--- src/rtl/csr_commit_ctrl_pkg.sv ---
// Shared types and constants for the commit-side CSR/exception controller.
package csr_commit_pkg;

    typedef enum logic [1:0] {
        CSR_NONE = 2'd0,
        CSR_RD   = 2'd1,
        CSR_WR   = 2'd2,
        CSR_XCHG = 2'd3
    } csr_op_e;

    typedef enum logic {
        RUN,
        DRAIN
    } state_e;

    localparam logic [5:0] ECODE_INT  = 6'h00;
    localparam logic [5:0] ECODE_ADEF = 6'h08;
    localparam logic [5:0] ECODE_ALE  = 6'h09;
    localparam logic [5:0] ECODE_SYS  = 6'h0B;
    localparam logic [5:0] ECODE_BRK  = 6'h0C;
    localparam logic [5:0] ECODE_INE  = 6'h0D;
    localparam logic [5:0] ECODE_IPE  = 6'h0E;

    localparam int unsigned EXC_ADEF = 0;
    localparam int unsigned EXC_INE  = 1;
    localparam int unsigned EXC_SYS  = 2;
    localparam int unsigned EXC_BRK  = 3;
    localparam int unsigned EXC_ALE  = 4;

endpackage

--- src/rtl/csr_commit_ctrl_excp_prio_enc.sv ---
// Priority encoder: interrupt, then per-instruction exception flags, then IPE.
module excp_prio_enc
    import csr_commit_pkg::*;
#(
    parameter int EXC_W = 5
) (
    input  logic             int_req,
    input  logic [EXC_W-1:0] excp,
    input  logic             ipe,
    output logic             any,
    output logic [5:0]       ecode
);

    always_comb begin
        any   = 1'b1;
        ecode = '0;
        if (int_req)                ecode = ECODE_INT;
        else if (excp[EXC_ADEF])    ecode = ECODE_ADEF;
        else if (excp[EXC_INE])     ecode = ECODE_INE;
        else if (excp[EXC_SYS])     ecode = ECODE_SYS;
        else if (excp[EXC_BRK])     ecode = ECODE_BRK;
        else if (excp[EXC_ALE])     ecode = ECODE_ALE;
        else if (ipe)               ecode = ECODE_IPE;
        else                        any   = 1'b0;
    end

endmodule

--- src/rtl/csr_commit_ctrl.sv ---
// Commit-side CSR access / exception controller with post-flush drain.
// Optional privilege check enabled by defining CSR_PRIV_CHECK_EN.
module csr_commit_ctrl
    import csr_commit_pkg::*;
#(
    parameter int DRAIN_CYCLES = 3,
    parameter int EXC_W        = 5
) (
    input  logic             clk,
    input  logic             reset,
    input  logic             in_valid,
    output logic             in_ready,
    input  logic [31:0]      in_pc,
    input  logic [1:0]       in_csr_op,
    input  logic [13:0]      in_csr_num,
    input  logic [31:0]      in_rd_data,
    input  logic [31:0]      in_rj_data,
    input  logic [EXC_W-1:0] in_excp,
    input  logic             in_ertn,
    input  logic             has_int,
    input  logic [31:0]      eentry,
    input  logic [31:0]      era,
    input  logic [1:0]       plv,
    output logic [13:0]      csr_raddr,
    input  logic [31:0]      csr_rdata,
    output logic             csr_wr_en,
    output logic [13:0]      csr_waddr,
    output logic [31:0]      csr_wdata,
    output logic             excp_flush,
    output logic [31:0]      era_in,
    output logic [5:0]       ecode_in,
    output logic [8:0]       esubcode_in,
    output logic             ertn_flush,
    output logic             redirect_valid,
    output logic [31:0]      redirect_pc,
    output logic             out_valid,
    input  logic             out_ready,
    output logic             out_wen,
    output logic [31:0]      out_data
);

    state_e           state, state_nxt;
    logic [3:0]       drain_cnt;

    logic             h_valid, h_first, h_int, h_ertn;
    logic [31:0]      h_pc, h_rd, h_rj;
    csr_op_e          h_op;
    logic [13:0]      h_num;
    logic [EXC_W-1:0] h_excp;

    logic             ipe, exc_any, flush, accept;
    logic [5:0]       exc_code;

`ifdef CSR_PRIV_CHECK_EN
    assign ipe = (h_op != CSR_NONE || h_ertn) && plv != 2'd0;
`else
    logic unused_plv;
    assign unused_plv = ^plv;
    assign ipe        = 1'b0;
`endif

    excp_prio_enc #(.EXC_W(EXC_W)) u_prio (
        .int_req (h_int),
        .excp    (h_excp),
        .ipe     (ipe),
        .any     (exc_any),
        .ecode   (exc_code)
    );

    always_comb begin
        state_nxt      = state;
        csr_raddr      = '0;
        csr_wr_en      = 1'b0;
        csr_waddr      = '0;
        csr_wdata      = '0;
        excp_flush     = 1'b0;
        era_in         = '0;
        ecode_in       = '0;
        esubcode_in    = '0;
        ertn_flush     = 1'b0;
        redirect_valid = 1'b0;
        redirect_pc    = '0;
        out_valid      = 1'b0;
        out_wen        = 1'b0;
        out_data       = '0;

        if (state == DRAIN) begin
            if (drain_cnt == 4'd0) state_nxt = RUN;
        end else if (h_valid) begin
            if (exc_any) begin
                excp_flush     = 1'b1;
                era_in         = h_pc;
                ecode_in       = exc_code;
                redirect_valid = 1'b1;
                redirect_pc    = eentry;
                state_nxt      = DRAIN;
            end else if (h_ertn) begin
                ertn_flush     = 1'b1;
                redirect_valid = 1'b1;
                redirect_pc    = era;
                state_nxt      = DRAIN;
            end else if (h_op != CSR_NONE) begin
                csr_raddr = h_num;
                out_valid = 1'b1;
                out_wen   = 1'b1;
                out_data  = csr_rdata;
                // Write only once per instruction, even across an out_ready stall.
                if (h_first && h_op != CSR_RD) begin
                    csr_wr_en = 1'b1;
                    csr_waddr = h_num;
                    csr_wdata = (h_op == CSR_WR) ? h_rd
                                                 : ((h_rd & h_rj) | (csr_rdata & ~h_rj));
                end
            end else begin
                out_valid = 1'b1;
            end
        end

        in_ready = (state == RUN) && (!out_valid || out_ready);
    end

    assign flush  = excp_flush | ertn_flush;
    // A younger instruction accepted alongside a flush is discarded.
    assign accept = in_valid && in_ready && !flush;

    always_ff @(posedge clk) begin
        if (!reset) begin
            state     <= RUN;
            drain_cnt <= '0;
            h_valid   <= 1'b0;
            h_first   <= 1'b0;
            h_int     <= 1'b0;
            h_ertn    <= 1'b0;
            h_pc      <= '0;
            h_rd      <= '0;
            h_rj      <= '0;
            h_op      <= CSR_NONE;
            h_num     <= '0;
            h_excp    <= '0;
        end else begin
            state <= state_nxt;
            if (flush)
                drain_cnt <= 4'(DRAIN_CYCLES - 1);
            else if (state == DRAIN && drain_cnt != 4'd0)
                drain_cnt <= drain_cnt - 4'd1;

            if (out_valid && !out_ready) begin
                h_first <= 1'b0;
            end else if (accept) begin
                h_valid <= 1'b1;
                h_first <= 1'b1;
                h_int   <= has_int;
                h_ertn  <= in_ertn;
                h_pc    <= in_pc;
                h_rd    <= in_rd_data;
                h_rj    <= in_rj_data;
                h_op    <= csr_op_e'(in_csr_op);
                h_num   <= in_csr_num;
                h_excp  <= in_excp;
            end else begin
                h_valid <= 1'b0;
                h_first <= 1'b0;
            end
        end
    end

endmodule

--- config.mk ---
export PLATFORM = sky130hd
export DESIGN_NAME = csr_commit_ctrl
export DESIGN_NICKNAME = d
export VERILOG_FILES = /design/src/rtl/csr_commit_ctrl_pkg.sv /design/src/rtl/csr_commit_ctrl_excp_prio_enc.sv /design/src/rtl/csr_commit_ctrl.sv
export SDC_FILE = /design/constraint.sdc
export NUM_CORES = 1
export LEC_CHECK = 0
export BUFFER_PORTS_ARGS = -buffer_cell sky130_fd_sc_hd__buf_2
export CORE_AREA = 5 5 154 156
export DETAILED_ROUTE_END_ITERATION = 16
export DIE_AREA = 0 0 159 161
export SETUP_SLACK_MARGIN = 0.3
export SYNTH_ARGS = -nofsm -noshare
export SYNTH_HDL_FRONTEND = slang
export SYNTH_HIERARCHICAL = 1
export SYNTH_SLANG_ARGS = --single-unit
--- constraint.sdc ---
create_clock -name clk -period 2.06 [get_ports clk]
set_clock_uncertainty 0.1 [all_clocks]
set_input_delay 0.103 -clock clk [delete_from_list [all_inputs] [get_ports clk]]
set_output_delay 0.103 -clock clk [all_outputs]
set_load 0.005 [all_outputs]
== Word-level counts from Yosys, hierarchy flattened ==
Index checks and enable logic that the tools add are counted.

* Bits in registers: 126
* Input bits: 221

* Bitwise logic cells: 8
* Eq/ne operators: 2
* Muxes and demuxes: 75
* Add/sub/neg operators: 1
* Reductions and logical operators: 17

{| class="wikitable"
|+ Operators by type and width
! cell !! count
|-
| 32-bit 2-to-1 mux || 19
|-
| 14-bit 2-to-1 mux || 11
|-
| 32-bit bitwise AND || 2
|-
| 6-bit 2-to-1 mux || 8
|-
| 1-bit 2-to-1 mux || 34
|-
| 32-bit inverter || 1
|-
| 32-bit OR || 1
|-
| 1-bit logical AND || 6
|-
| 4-bit zero test || 1
|-
| 2-bit 2-to-1 mux || 2
|-
| 4-bit 2-to-1 mux || 1
|-
| 2-bit nonzero test || 2
|-
| 4-bit nonzero test || 1
|-
| 2-bit OR reduction || 2
|-
| 4-bit by 1-bit subtractor with 4-bit output, second input constant || 1
|-
| 1-bit zero test || 3
|-
| 1-bit inverter || 3
|-
| 2-bit == test, second input constant || 1
|-
| 2-bit by 1-bit != test with 1-bit output, second input constant || 1
|-
| 2-bit AND reduction || 1
|-
| 1-bit logical OR || 1
|-
| 1-bit OR || 1
|}

== Longest topological paths before layout ==
* Word-level depth: 15
* Gate-level depth with buffers: 7
* Gate-level depth less buffers: 6

== Modules after synthesis ==
Netlist, hierarchy kept.

{| class="wikitable"
|+ Modules (own cells, without submodules)
! module !! cells an instance !! instances !! seq. area each (um2) !! area an instance (um2)
|-
| csr_commit_ctrl || 826 || 1 || 2,522.4 || 6,729.0
|-
| excp_prio_enc || 17 || 1 || 0.0 || 111.4
|}

== Least setup slack after synthesis ==
OpenSTA, ideal clock, no wires.

* Path type: register to register
* Start: register h_excp[0]
* End: register h_ertn
* Path buffers: 2
* Arrival: 1,849 ps
* Path slack: 40 ps
* Setup time: 72 ps
* Period minus slack after synthesis: 2,020 ps
* Cell stages (with the launch flop): 8
* Cell sequence: dfxtp_1 -> nor2_1 -> nand4b_1 -> or3b_1 -> a21oi_2 -> buf_4 -> buf_6 -> mux2i_1

* Longest elaborated chain between the ends: 11

{| class="wikitable"
|+ Ends and longest elaborated chain
! item !! RTL line !! text
|-
| start, declared || csr_commit_ctrl.sv:49 || <nowiki>logic [EXC_W-1:0] h_excp;</nowiki>
|-
| start signal, assigned || csr_commit_ctrl.sv:159 || <nowiki>h_excp <= in_excp;</nowiki>
|-
| 1-bit 2-to-1 mux (*) || csr_commit_ctrl_excp_prio_enc.sv:18 || <nowiki>else if (excp[EXC_ADEF]) ecode = ECODE_ADEF;</nowiki>
|-
| 1-bit 2-to-1 mux (*) || csr_commit_ctrl_excp_prio_enc.sv:17 || <nowiki>if (int_req) ecode = ECODE_INT;</nowiki>
|-
| net exc_any || csr_commit_ctrl.sv:51 || <nowiki>logic ipe, exc_any, flush, accept;</nowiki>
|-
| 1-bit 2-to-1 mux || csr_commit_ctrl.sv:90 || <nowiki>if (exc_any) begin</nowiki>
|-
| 1-bit 2-to-1 mux || csr_commit_ctrl.sv:89 || <nowiki>end else if (h_valid) begin</nowiki>
|-
| 1-bit 2-to-1 mux || csr_commit_ctrl.sv:87 || <nowiki>if (state == DRAIN) begin</nowiki>
|-
| 1-bit zero test || csr_commit_ctrl.sv:119 || <nowiki>in_ready = (state == RUN) && (!out_valid || out_ready);</nowiki>
|-
| 1-bit logical OR || csr_commit_ctrl.sv:119 ||
|-
| 1-bit logical AND || csr_commit_ctrl.sv:119 ||
|-
| 1-bit logical AND (2 in series) || csr_commit_ctrl.sv:124 || <nowiki>assign accept = in_valid && in_ready && !flush;</nowiki>
|-
| 2-bit AND reduction (no line) (*) || - ||
|-
| end signal, assigned || csr_commit_ctrl.sv:153 || <nowiki>h_ertn <= in_ertn;</nowiki>
|-
| end, declared || csr_commit_ctrl.sv:45 || <nowiki>logic h_valid, h_first, h_int, h_ertn;</nowiki>
|}

Mark *: on every way through the listed nets, which the timed path passes. The rest lies on a longest branch.
A chain may end at the register's enable or synchronous reset.

== Worst setup path after layout ==
* Start: register h_excp[2]
* End: output out_data[15]

* Longest elaborated chain between the ends: 7

{| class="wikitable"
|+ Ends and longest elaborated chain
! item !! RTL line !! text
|-
| 1-bit 2-to-1 mux || csr_commit_ctrl_excp_prio_enc.sv:20 || <nowiki>else if (excp[EXC_SYS]) ecode = ECODE_SYS;</nowiki>
|-
| 1-bit 2-to-1 mux || csr_commit_ctrl_excp_prio_enc.sv:19 || <nowiki>else if (excp[EXC_INE]) ecode = ECODE_INE;</nowiki>
|-
| 1-bit 2-to-1 mux || csr_commit_ctrl_excp_prio_enc.sv:18 ||
|-
| 1-bit 2-to-1 mux || csr_commit_ctrl_excp_prio_enc.sv:17 ||
|-
| net exc_any || csr_commit_ctrl.sv:51 ||
|-
| 32-bit 2-to-1 mux || csr_commit_ctrl.sv:90 ||
|-
| 32-bit 2-to-1 mux || csr_commit_ctrl.sv:89 ||
|-
| 32-bit 2-to-1 mux || csr_commit_ctrl.sv:87 ||
|-
| end, declared || csr_commit_ctrl.sv:39 || <nowiki>output logic [31:0] out_data</nowiki>
|}

The timed path passes the listed nets, and every way through them passes these cells.

==> impl_summary.md <==
Global routing
The initial antenna violation count is 1. In the global route stage, met3 resource usage came out at 0.0470. The global-route layer with the greatest usage is met2.

The met1 layer usage reported by global route is 0.281. The overall fraction of global-route tracks in use is 0.218. In the global route stage, met2 resource usage came out at 0.372. The pin count of the biggest net entering global routing is 68.

The leftover overflow at the end of global routing is 0. The wire length of the first global-routing pass is around 46 mm. The number of global-route vias before repair is 8323.

Timing
The final number of hold-violating endpoints is 0. Based on the critical path, the design can be clocked at up to ~0.40 GHz. The final worst slack is -0.448 ns.

The worst hold slack after final layout is roughly 0.025 ns. Setup violations remaining at the end of the flow were counted as roughly 290. Setup repair after global routing could not meet its margin everywhere. Of the available clock period, the critical path in the final layout requires 1.22. The final setup TNS is -76.59 ns. The shortest period the worst path allows is roughly 2.5 ns. The number of max-slew violations in the final report is 0.

Power and ir drop
For this design the ratio of total power to cell area is around 590 nW/um2. VDD sags by at most between 0.4 and 0.5 mV. The total power draw is 7.71 mW. The analysis attributes to cell leakage a power of ~6.3 nW.

Floorplanning
The floorplan step set the die width to 159 um. The total area inside the core boundary comes to between 20000 and 25000 um2. The number of ports placed on the die boundary is 399. The initial utilization of the core area, before any placement, comes to 0.308. The die is 161 um tall.

The floorplan step defined a die boundary enclosing ~26000 um2. The floorplan has 55 rows.

Worst setup path
The startpoint-to-endpoint class of the critical path is reg2out. By instance count, the cell type seen most on the critical path is sky130_fd_sc_hd__buf_6. The buffering stage count on the worst path with inverters included is 5. The number of cells on the worst reg-to-reg path is 11. At the worst endpoint, the required time is 1.86 ns. The type of element capturing the critical path is an output pin.

Of all nets on the critical path, the largest fanout is 5. Traced cell by cell, the critical path runs through nor2_2 -> nand4b_1 -> buf_6 -> nor4b_4 -> buf_4 -> o21a_4 -> buf_6 -> buf_16 -> and2_4 -> buf_6. The kind of cell adding the most delay to the critical path is buffers and inverters. The critical path ends at out_data[15]. The number of gates on the worst path with buffers counted is 10. The launching instance or port of the critical path is h_excp[2].

In this run the critical register-to-register path is launched from h_excp[2]. STA classifies the critical path startpoint as a flip-flop. The worst register-to-register path ends at h_rd[2]. The largest incremental delay on the critical path is around 0.32 ns.

The worst setup slack for register-to-register paths is -0.25 ns. The slowest library cell on the worst path is sky130_fd_sc_hd__dfxtp_2. For the worst setup path, the data arrival time is 2.31 ns.

Drt
Wires add up to 29.9 mm. The count of routing violations after the opening detailed-route iteration is between 400 and 500. The first detailed-routing pass took 5 iterations. The detail-routed net length per standard cell is about 18 um. The remaining routing DRC violations is 0. The count of vias placed by the detailed router is 8032. The number of antenna-violating nets in the routed design is 0. Using the TritonRoute via totals, the vias-per-cell ratio works out to around 4.7.

Clocking
The H-tree depth reported by CTS is 4. The clock-pin slew reported for the worst setup and hold paths after clock tree synthesis is 0.06 ns. Counting the buffers created by CTS gives 17.

The library cell used as clock root buffer is sky130_fd_sc_hd__clkbuf_16. The largest buffer count on any clock path is 2. The CTS tree is yes.

Clock tree synthesis found a total of roughly 130 sinks. The later pin in the worst-skew pair is clocked with a latency of 0.41 ns.

Synthesis
Of the post-synthesis cell area, the dominant cell type holds 0.369. The sequential-to-total area share from yosys stat is 0.369. The warning count from the yosys run is 6. In this run, synthesis produced a sequential element count of 126. The cell area that synthesis handed to floorplanning was roughly 6800 um2.

Synthesis produced 843 cells. The library cell with the largest summed area after synthesis is sky130_fd_sc_hd__dfxtp_1. By area the synthesized netlist is led by sky130_fd_sc_hd__dfxtp_1 (37%), sky130_fd_sc_hd__mux2i_1 (17%), sky130_fd_sc_hd__nand2_1 (13%). The number of different library cells used by synthesis comes to 37. The average instance in the mapped netlist occupies 8.11 um2.

Cells and area
From synthesis to final layout, the design area changed by 91.3%. After routing the design area is around 13000 um2. Once layout is complete, the cells apart from fillers number around 1700. Of the cells placed in the final design, the portion with a size suffix greater than 1 is 0.455. The net count of the finished layout is approximately 1600. At the end of the flow the core is filled with cells to 0.589.

The most frequent standard cell in the layout excluding fill and tap cells is sky130_fd_sc_hd__buf_2. In the layout the commonest cells are sky130_fd_sc_hd__buf_2 (334), sky130_fd_sc_hd__nand2_1 (241), sky130_fd_sc_hd__dfxtp_1 (122), sky130_fd_sc_hd__dlygate4sd3_1 (120), sky130_fd_sc_hd__mux2i_1 (116).

Min path
The path category of the worst min-delay check is in2reg.

Placed design
Detailed placement ended at an HPWL of between 15 and 20 mm. The number of cells after detailed placement is ~1500. The count of buffers inserted at the top-level ports is between 300 and 400.

Timing analysis after detailed placement gives a worst setup slack of -0.00930 ns. After detailed placement, the total cell area comes to between 9000 and 10000 um2. At the end of routability-driven placement, the weighted congestion stood at ~0.85.

Flow run
The tool flagged a number of max-cap violations equal to 0.

Run status
The final reports fail on negative setup slack. The run finished, with violations left.
worst min-delay path: cells and delay by family:
kind / cells / cell delay, ns
mux: 1 / 0.05
simple gates: 1 / 0.12
buf+inv: 1 / 0.21
layer usage:
layer,up-vias,share of wire
li1,3928,-
met1,3751,0.42
met2,307,0.50
met3,46,0.063
met4,0,0.018
met5,-,0
kinds of logic (layout without fill, tap and decap cells):
| group | count (synthesis) | count (layout) | synth area share |
|---|---|---|---|
| adder cells (fa/ha/maj) | 1 | 1 | 0.00183 |
| flip-flops | 126 | 126 | 0.369 |
| AND/OR/NAND/NOR | 400 | 400 | 0.287 |
| AO/OA/AOI/OAI | 112 | 112 | 0.104 |
| multiplexers | 119 | 119 | 0.174 |
| buffers and inverters | 83 | 649 | 0.0635 |
| other | 2 | 15 | 0.00110 |
how the worst min path moves through the flow:
stage                     from   endpoint  slack, ns  cells past startpoint
floorplan           in_excp[3]  h_excp[3]       0.14                      2
global placement    in_excp[0]  h_excp[0]       0.25                      3
detailed placement  in_excp[0]  h_excp[0]       0.25                      3
CTS                      reset    h_rd[9]      0.002                      3
global route             reset   h_rj[10]       0.03                      3
finish                   reset   h_rj[13]       0.02                      3
Yosys cell counts:
master	instances
sky130_fd_sc_hd__nand2_1	241
sky130_fd_sc_hd__dfxtp_1	126
sky130_fd_sc_hd__mux2i_1	119
sky130_fd_sc_hd__and2_1	100
sky130_fd_sc_hd__clkbuf_1	46
sky130_fd_sc_hd__a21oi_1	37
sky130_fd_sc_hd__o21ai_0	36
sky130_fd_sc_hd__a22o_1	32
sky130_fd_sc_hd__nand3b_1	32
sky130_fd_sc_hd__buf_4	12
sky130_fd_sc_hd__buf_6	9
sky130_fd_sc_hd__buf_2	8
sky130_fd_sc_hd__nor2_1	6
sky130_fd_sc_hd__inv_1	4
sky130_fd_sc_hd__buf_1	3
sky130_fd_sc_hd__nand2b_1	3
sky130_fd_sc_hd__nand3_1	3
sky130_fd_sc_hd__o21a_1	3
sky130_fd_sc_hd__conb_1	2
sky130_fd_sc_hd__nand4b_1	2
sky130_fd_sc_hd__nor2_2	2
sky130_fd_sc_hd__nor2b_1	2
sky130_fd_sc_hd__a21oi_2	1
sky130_fd_sc_hd__a31oi_1	1
sky130_fd_sc_hd__and3_1	1
sky130_fd_sc_hd__ha_1	1
sky130_fd_sc_hd__inv_2	1
sky130_fd_sc_hd__nor3b_1	1
sky130_fd_sc_hd__nor3b_2	1
sky130_fd_sc_hd__nor4_2	1
sky130_fd_sc_hd__nor4b_4	1
sky130_fd_sc_hd__o311a_1	1
sky130_fd_sc_hd__o41ai_2	1
sky130_fd_sc_hd__or3_1	1
sky130_fd_sc_hd__or3b_1	1
sky130_fd_sc_hd__or3b_2	1
sky130_fd_sc_hd__or4_1	1
registers in the layout, indices dropped and copies added (netlist names):
name / flops
h_valid: 1
h_num: 14
h_rj: 32
h_excp: 5
h_first: 1
h_rd: 32
h_ertn: 1
h_pc: 32
h_op: 2
drain_cnt: 4
state: 1
h_int: 1
layout make-up:
type	count	area, um2
fillers	1845	9150
well taps	285	357
repair inverters	1	11.3
clock buffers	18	429
multi-input cells	646	4340
diodes	1	2.50
clock inverters	14	159
flip-flops and latches	126	2530
repair buffers	611	5220
inverters	5	31.3
what timing repair did:
| item | in CTS | in global routing |
|---|---|---|
| hold buffers | 120 | 0 |
| pin swaps | 18 | 13 |
| buffers inserted | 36 | 5 |
| endpoints found under the setup margin | 288 | 288 |
| cloned | 23 | 1 |
| endpoints found under the hold margin | 120 | 0 |
| gates resized for setup | 145 | 66 |
where the power goes:
group	switching, mW	internal (mW)	leakage (nW)
registers	0.129	2.63	1.04
logic	0.787	1.13	4.96
clock network	1.23	1.81	0.276
total	2.15	5.56	6.27
(Power assumes the default switching activity.)
